===== src/rtl/karatsuba_seq_mult.sv =====
// ---------------------------------------------------------------------------
// karatsuba_seq_mult
// Sequential Karatsuba significand multiplier for the FPU mantissa datapath.
// Each SW-bit operand is split once into a high part (H bits) and a low part
// (L bits). The three partial products (high*high, low*low, sum*sum) are
// formed on a single shared (L+1)x(L+1) multiplier over three cycles, then
// recombined into the full 2*SW-bit product.
//
// Ports
//   clk           rising-edge clock
//   rst           synchronous, active-high reset
//   in_valid_i    operand pair on Data_A_i/Data_B_i is valid
//   in_ready_o    block can accept an operand pair (IDLE only)
//   Data_A_i      unsigned operand A, SW bits
//   Data_B_i      unsigned operand B, SW bits
//   out_valid_o   sgf_result_o holds a new product (DONE only)
//   out_ready_i   consumer accepts the product
//   sgf_result_o  unsigned product A*B, 2*SW bits, held until the next result
//   busy_o        high in every state except IDLE
// ---------------------------------------------------------------------------
module karatsuba_seq_mult #(
  parameter int SW = 54
) (
  input  logic              clk,
  input  logic              rst,
  input  logic              in_valid_i,
  output logic              in_ready_o,
  input  logic [SW-1:0]     Data_A_i,
  input  logic [SW-1:0]     Data_B_i,
  output logic              out_valid_o,
  input  logic              out_ready_i,
  output logic [2*SW-1:0]   sgf_result_o,
  output logic              busy_o
);

  localparam int H  = SW / 2;
  localparam int L  = SW - H;
  localparam int PW = 2 * L + 2;
  localparam int RW = 2 * SW;

  generate
    if (SW < 4 || SW > 64) begin : g_bad_sw
      $error("karatsuba_seq_mult: SW must be in 4..64");
    end
  endgenerate

  typedef enum logic [2:0] {
    S_IDLE  = 3'd0,
    S_LEFT  = 3'd1,
    S_RIGHT = 3'd2,
    S_MID   = 3'd3,
    S_COMB  = 3'd4,
    S_DONE  = 3'd5
  } state_t;

  state_t          r_state;
  state_t          w_state_nxt;

  logic [SW-1:0]   r_a;
  logic [SW-1:0]   r_b;
  logic [PW-1:0]   r_ql;
  logic [PW-1:0]   r_qr;
  logic [PW-1:0]   r_qm;
  logic [RW-1:0]   r_result;

  logic [L:0]      w_ah;
  logic [L:0]      w_al;
  logic [L:0]      w_bh;
  logic [L:0]      w_bl;
  logic [L:0]      w_sa;
  logic [L:0]      w_sb;
  logic [L:0]      w_mul_a;
  logic [L:0]      w_mul_b;
  logic [PW-1:0]   w_prod;
  logic [PW-1:0]   w_mid;
  logic [RW-1:0]   w_r;

  // Operand halves, zero-extended to the shared multiplier width; the sums keep their carry.
  assign w_ah = {{(L + 1 - H){1'b0}}, r_a[SW-1:L]};
  assign w_bh = {{(L + 1 - H){1'b0}}, r_b[SW-1:L]};
  assign w_al = {1'b0, r_a[L-1:0]};
  assign w_bl = {1'b0, r_b[L-1:0]};
  assign w_sa = w_ah + w_al;
  assign w_sb = w_bh + w_bl;

  // Shared multiplier operand select: which partial product is formed this cycle.
  always_comb begin
    w_mul_a = {(L + 1){1'b0}};
    w_mul_b = {(L + 1){1'b0}};
    case (r_state)
      S_LEFT: begin
        w_mul_a = w_ah;
        w_mul_b = w_bh;
      end
      S_RIGHT: begin
        w_mul_a = w_al;
        w_mul_b = w_bl;
      end
      S_MID: begin
        w_mul_a = w_sa;
        w_mul_b = w_sb;
      end
      default: begin
        w_mul_a = {(L + 1){1'b0}};
        w_mul_b = {(L + 1){1'b0}};
      end
    endcase
  end

  assign w_prod = {{(L + 1){1'b0}}, w_mul_a} * {{(L + 1){1'b0}}, w_mul_b};

  // QM - QL - QR equals ah*bl + al*bh, so it never goes negative.
  assign w_mid = r_qm - r_ql - r_qr;

  // Recombination. Carries out of bit 2*SW-1 cannot reach the kept bits, so
  // summing at the result width gives the same low bits as a wider sum.
  assign w_r = ({{(RW - PW){1'b0}}, r_ql} << (2 * L))
             + ({{(RW - PW){1'b0}}, w_mid} << L)
             +  {{(RW - PW){1'b0}}, r_qr};

  // Next-state logic: fixed LEFT..COMB walk, accept in IDLE, hold DONE under backpressure.
  always_comb begin
    w_state_nxt = r_state;
    case (r_state)
      S_IDLE: begin
        if (in_valid_i) begin
          w_state_nxt = S_LEFT;
        end else begin
          w_state_nxt = S_IDLE;
        end
      end
      S_LEFT:  w_state_nxt = S_RIGHT;
      S_RIGHT: w_state_nxt = S_MID;
      S_MID:   w_state_nxt = S_COMB;
      S_COMB:  w_state_nxt = S_DONE;
      S_DONE: begin
        if (out_ready_i) begin
          w_state_nxt = S_IDLE;
        end else begin
          w_state_nxt = S_DONE;
        end
      end
      default: w_state_nxt = S_IDLE;
    endcase
  end

  // State, operand capture, partial-product and result registers.
  always_ff @(posedge clk) begin
    if (rst) begin
      r_state  <= S_IDLE;
      r_a      <= {SW{1'b0}};
      r_b      <= {SW{1'b0}};
      r_ql     <= {PW{1'b0}};
      r_qr     <= {PW{1'b0}};
      r_qm     <= {PW{1'b0}};
      r_result <= {RW{1'b0}};
    end else begin
      r_state <= w_state_nxt;
      case (r_state)
        S_IDLE: begin
          if (in_valid_i) begin
            r_a <= Data_A_i;
            r_b <= Data_B_i;
          end
        end
        S_LEFT:  r_ql     <= w_prod;
        S_RIGHT: r_qr     <= w_prod;
        S_MID:   r_qm     <= w_prod;
        S_COMB:  r_result <= w_r;
        default: r_result <= r_result;
      endcase
    end
  end

  assign in_ready_o   = (r_state == S_IDLE);
  assign out_valid_o  = (r_state == S_DONE);
  assign busy_o       = (r_state != S_IDLE);
  assign sgf_result_o = r_result;

endmodule


===== config.mk =====
export PLATFORM = sky130hd
export DESIGN_NAME = karatsuba_seq_mult
export DESIGN_NICKNAME = d
export VERILOG_FILES = /design/src/rtl/karatsuba_seq_mult.sv
export SDC_FILE = /design/constraint.sdc
export NUM_CORES = 2
export LEC_CHECK = 0
export BUFFER_PORTS_ARGS = -buffer_cell sky130_fd_sc_hd__buf_2
export CAP_MARGIN = 5
export CORE_UTILIZATION = 45
export CTS_BUF_LIST = sky130_fd_sc_hd__clkbuf_8
export DETAILED_ROUTE_END_ITERATION = 7
export GPL_ROUTABILITY_DRIVEN = 0
export SYNTH_ARGS = -nofsm -noshare
export SYNTH_HDL_FRONTEND = slang
export SYNTH_SLANG_ARGS = --single-unit

===== constraint.sdc =====
create_clock -name clk -period 10.7 [get_ports clk]
set_input_delay 2.675 -clock clk [delete_from_list [all_inputs] [get_ports clk]]
set_output_delay 2.675 -clock clk [all_outputs]
set_load 0.01 [all_outputs]

==> impl_summary.md <==
Status
The flow ran to the end, and the final reports show no timing, DRC or antenna violations.

Timing
Setup repair after global routing left no endpoint under its margin. The worst relative slew slack is a little over a quarter. The worst hold slack is 0.446 ns. Setup violations remaining at the end of the flow were counted as 0. The setup TNS after final layout is 0 ns. The maximum clock skew at final layout is 0.0596 ns. Setup slack on the critical path of the routed design comes to 0.496 ns. The number of max-slew violations in the final report is 0. At the pin with the least slew margin, the transition time is 1.10 ns. The post-route clock period utilization is 95.4%. The post-route minimum period is slightly above 10 ns.

The number of hold violations in the final report was 0. The maximum operating frequency is slightly below 100 MHz.

Pwr
The maximum vdd drop is around 0.086 mV. The internal portion of total power is 3.11 mW. In this run the power density over the cells is 98.6 mW/mm^2. The share of power burned in the clock network is 27.4%. Of the total power, registers draw 27.9%.

The fraction of power consumed by combinational cells is 44.7%. The switching power as a share of total power is between 40% and 50%. The leakage power is 26.5 nW. The analysis attributes to net switching a power of 2.42 mW.

Logic synthesis
The post-synthesis mux area share is less than 1%. The post-synthesis adder-cell area fraction is 38.8%. The largest total area in the synthesized netlist belongs to sky130_fd_sc_hd__fa_1. In the synthesized netlist the dominant register cell turns out to be sky130_fd_sc_hd__dfxtp_1. The proportion of netlist area held by the largest area contributor is 28.4%. The average size of a mapped cell is 7.96 um^2. Sequential cells were found to cover ~15% of the synthesized design area.

The xor/xnor cell area share of the yosys netlist is 3.50%. In this run the cell area of the synthesized design comes to 0.0517 mm^2. The dominant combinational cell family by area after synthesis is adder cells. Summing the areas of all compound-gate instances in the mapped netlist gives 14.9% of the synthesized area.

For this run, asynchronously set or reset flops after synthesis account for 0%. After synthesis, the most frequently instantiated cells are sky130_fd_sc_hd__nand2_1 (1291), sky130_fd_sc_hd__inv_1 (1014), sky130_fd_sc_hd__fa_1 (734), sky130_fd_sc_hd__a21oi_1 (562), sky130_fd_sc_hd__ha_1 (431). Sorting the synthesized cells by area gives the leading types as sky130_fd_sc_hd__fa_1 (28%), sky130_fd_sc_hd__dfxtp_1 (15%), sky130_fd_sc_hd__ha_1 (10%), sky130_fd_sc_hd__nand2_1 (9.4%), sky130_fd_sc_hd__inv_1 (7.4%).

Of the total synthesized cell area, the portion taken by AND, OR, NAND and NOR gates is about 17%. After technology mapping, the gate count stands at between 6000 and 7000. The number of distinct standard cells referenced by the synthesized netlist is 81. The number of enable flip-flop cells after synthesis is 0.

The number of synthesized register bits is about 390. The number of nets in the synthesized netlist is 7779. For this run, the number of Yosys warnings is 0. The most used standard cell by instance count after synthesis is sky130_fd_sc_hd__nand2_1.

Setup path
STA puts the critical path data required time at around 11 ns. The worst setup path is of the register to register kind. The slowest cell on the critical path is sky130_fd_sc_hd__fa_1. The most frequent cell on the critical path is sky130_fd_sc_hd__fa_1. The biggest fanout along the worst timing path is 18. The origin of the critical flop-to-flop path is r_a[0]. The worst setup path is launched from a register.

The worst-case register-to-register setup slack is 0.50 ns. STA puts the critical path data arrival time at 10.86 ns. STA classifies the critical path endpoint as a register. The stage delay of the slowest cell on the critical path is 0.56 ns. The start point of the critical path is r_a[0].

Global route
The total overflow left after global routing is 0. The largest net degree at the start of global routing is 95. The first global-routing pass estimated approximately 260 mm of wire.

The number of global-route vias before repair is 44412. The number of antenna violations at the first check in global routing is 1. In the global route stage, overall resource usage came out at roughly 29%.

Placed design
The number of buffer cells added on primary ports is between 200 and 250. The pre-CTS setup slack is 0.0918 ns. The detailed-placement wirelength estimate is 136 mm.

CTS
The insertion delay of the later-clocked pin in the worst-skew pair is 0.76 ns. The count of hold buffers inserted by post-cts repair is 0. After clock tree synthesis, the clock-pin slew on the worst setup and hold paths is 0.06 ns. The clock tree root driver cell is sky130_fd_sc_hd__clkbuf_8. The CTS tree is yes. In this run, CTS created clock tree buffers numbering 72. The clock drives 387 sinks.

Counting along the longest clock path gives a buffer depth of 3. The count of H-tree levels built during CTS is 3.

Detailed routing
The number of vias per cell after detailed routing is between 5 and 6. The wire length reported by the detailed router is 166 mm. The initial DRC count is 3352. The first detailed-routing pass ran for 6 iterations. The average wire per cell in the routed design is 20.4 um.

For this block, the via count after detailed routing is 44778. The remaining routing DRC violations is 0. Once detail routing completed, the nets flagged for antenna violations numbered 0.

Die
The height of the die is roughly 340 um. The die covers 0.116 mm^2. The floorplan has 124 rows. The initial utilization of the core area, before any placement, comes to 45.3%. In this run the standard cell core region covers 0.114 mm^2. The I/O pin count is 223. The horizontal extent of the die is 341 um.

Min path
The path class of the tightest hold or removal check is register to register. The worst hold path begins at sgf_result_o[59].

Cells and area
The multi-input combinational cells in the finished layout cover a total of 0.0390 mm^2. Registers take 0.00775 mm^2. The number of nets at the end of the flow is 7851. The area growth from synthesis to layout is 8.32%. The layout has 11362 filler cells. The share of final-layout standard cells stronger than drive strength 1 is 7.93%.

Flow run
The total of max-cap violations is 0.
## critical path: cells and delay by family (launching register included)
family                   cells  cell delay [ns]
adder cells (fa/ha/maj)     10             4.63
AO/OA/AOI/OAI               15             3.64
AND/OR/NAND/NOR              3             0.55
buffers and inverters        6             0.50
XOR/XNOR                     2             0.46
flip-flops                   1             0.32
## registers in the layout, summed over array words and instances (netlist names)
signal        cells
r_a              54
r_ql             56
r_qm             56
r_b              54
r_qr             56
r_state           3
sgf_result_o    108
## cells in the final DEF (no fill, tap or decap), types with 12 or more instances in the layout
cell / instances
sky130_fd_sc_hd__nor2b_1: 20
sky130_fd_sc_hd__xor2_1: 65
sky130_fd_sc_hd__or3_1: 32
sky130_fd_sc_hd__nand3b_1: 13
sky130_fd_sc_hd__fa_1: 734
sky130_fd_sc_hd__a311oi_1: 12
sky130_fd_sc_hd__and2_1: 94
sky130_fd_sc_hd__mux2_2: 13
sky130_fd_sc_hd__o31ai_1: 20
sky130_fd_sc_hd__o21ai_0: 161
sky130_fd_sc_hd__nor2_1: 344
sky130_fd_sc_hd__nor4_1: 16
sky130_fd_sc_hd__nand3_1: 74
sky130_fd_sc_hd__nand2b_1: 32
sky130_fd_sc_hd__o21a_1: 20
sky130_fd_sc_hd__nand4_1: 51
sky130_fd_sc_hd__and3_1: 35
sky130_fd_sc_hd__a21o_1: 135
sky130_fd_sc_hd__nand2_1: 1287
sky130_fd_sc_hd__ha_1: 431
sky130_fd_sc_hd__nor3_1: 56
sky130_fd_sc_hd__a221o_1: 14
sky130_fd_sc_hd__clkbuf_8: 83
sky130_fd_sc_hd__buf_2: 221
sky130_fd_sc_hd__a211oi_1: 47
sky130_fd_sc_hd__dfxtp_1: 385
sky130_fd_sc_hd__buf_4: 131
sky130_fd_sc_hd__o21bai_1: 48
sky130_fd_sc_hd__a22o_1: 16
sky130_fd_sc_hd__inv_1: 1033
sky130_fd_sc_hd__o211ai_1: 21
sky130_fd_sc_hd__xnor2_1: 142
sky130_fd_sc_hd__a31oi_1: 31
sky130_fd_sc_hd__a22oi_1: 23
sky130_fd_sc_hd__a21oi_1: 559
## path summary, 6_finish.rpt
| check | end | cells after the start |
|---|---|---|
| worst max-delay path | r_ql[45] | 36 |
| worst min-delay path | sgf_result_o[59] | 2 |
| worst max register to register | r_ql[45] | 36 |
| worst min register to register | sgf_result_o[59] | 2 |
## power by group through the flow
stage / Sequential, mW / Combinational [mW] / Clock (mW)
detailed placement: 1.57 / 2.40 / 0
finish: 1.54 / 2.47 / 1.52
global route: 1.55 / 2.65 / 1.62
CTS: 1.54 / 2.43 / 1.56
global placement: 1.57 / 2.41 / 0
floorplan: 1.55 / 1.64 / 0
## metal layers
layer	part of all wire, %	track usage (%)
met1	43	37.6
met2	45	45.9
met3	6.9	4.51
met4	5.5	14.2
met5	0	0
## metrics by stage
stage / std cells / utilization, % / cell area (um^2) / power [mW]
6_report: 8135 / 49.1 / 56000 / 5.53
5_1_grt: 8135 / 49.1 / 56000 / 5.81
4_1_cts: 8133 / 49.0 / 56000 / 5.52
3_5_place_dp: 8012 / 47.8 / 54500 / 3.98
3_3_place_gp: 8012 / 47.8 / 54500 / 3.98
2_1_floorplan: 6502 / - / 51700 / 3.19
## area by class of cell
class	count	share of cell area (%)
tap	1512	3.38
clock inverter	38	0.563
sequential	387	13.8
inverter	1014	6.79
timing repair buffer	356	3.86
antenna	2	0.00893
clock buffer	83	2.04
multi-input combinational	4743	69.5
## timing repair
item,CTS,global route
buffers inserted,0,0
setup endpoints to repair,0,39
resized for setup,0,14
## cell families (layout without fill, tap and decap cells)
logic type / Yosys count / count (layout)
flip-flops: 387 / 387
multiplexers: 16 / 16
buffers and inverters: 1372 / 1491
adder cells (fa/ha/maj): 1165 / 1165
XOR/XNOR: 207 / 207
AND/OR/NAND/NOR: 2114 / 2114
AO/OA/AOI/OAI: 1241 / 1241
other: 0 / 2
Note: power is estimated with default switching activity, not from simulation.
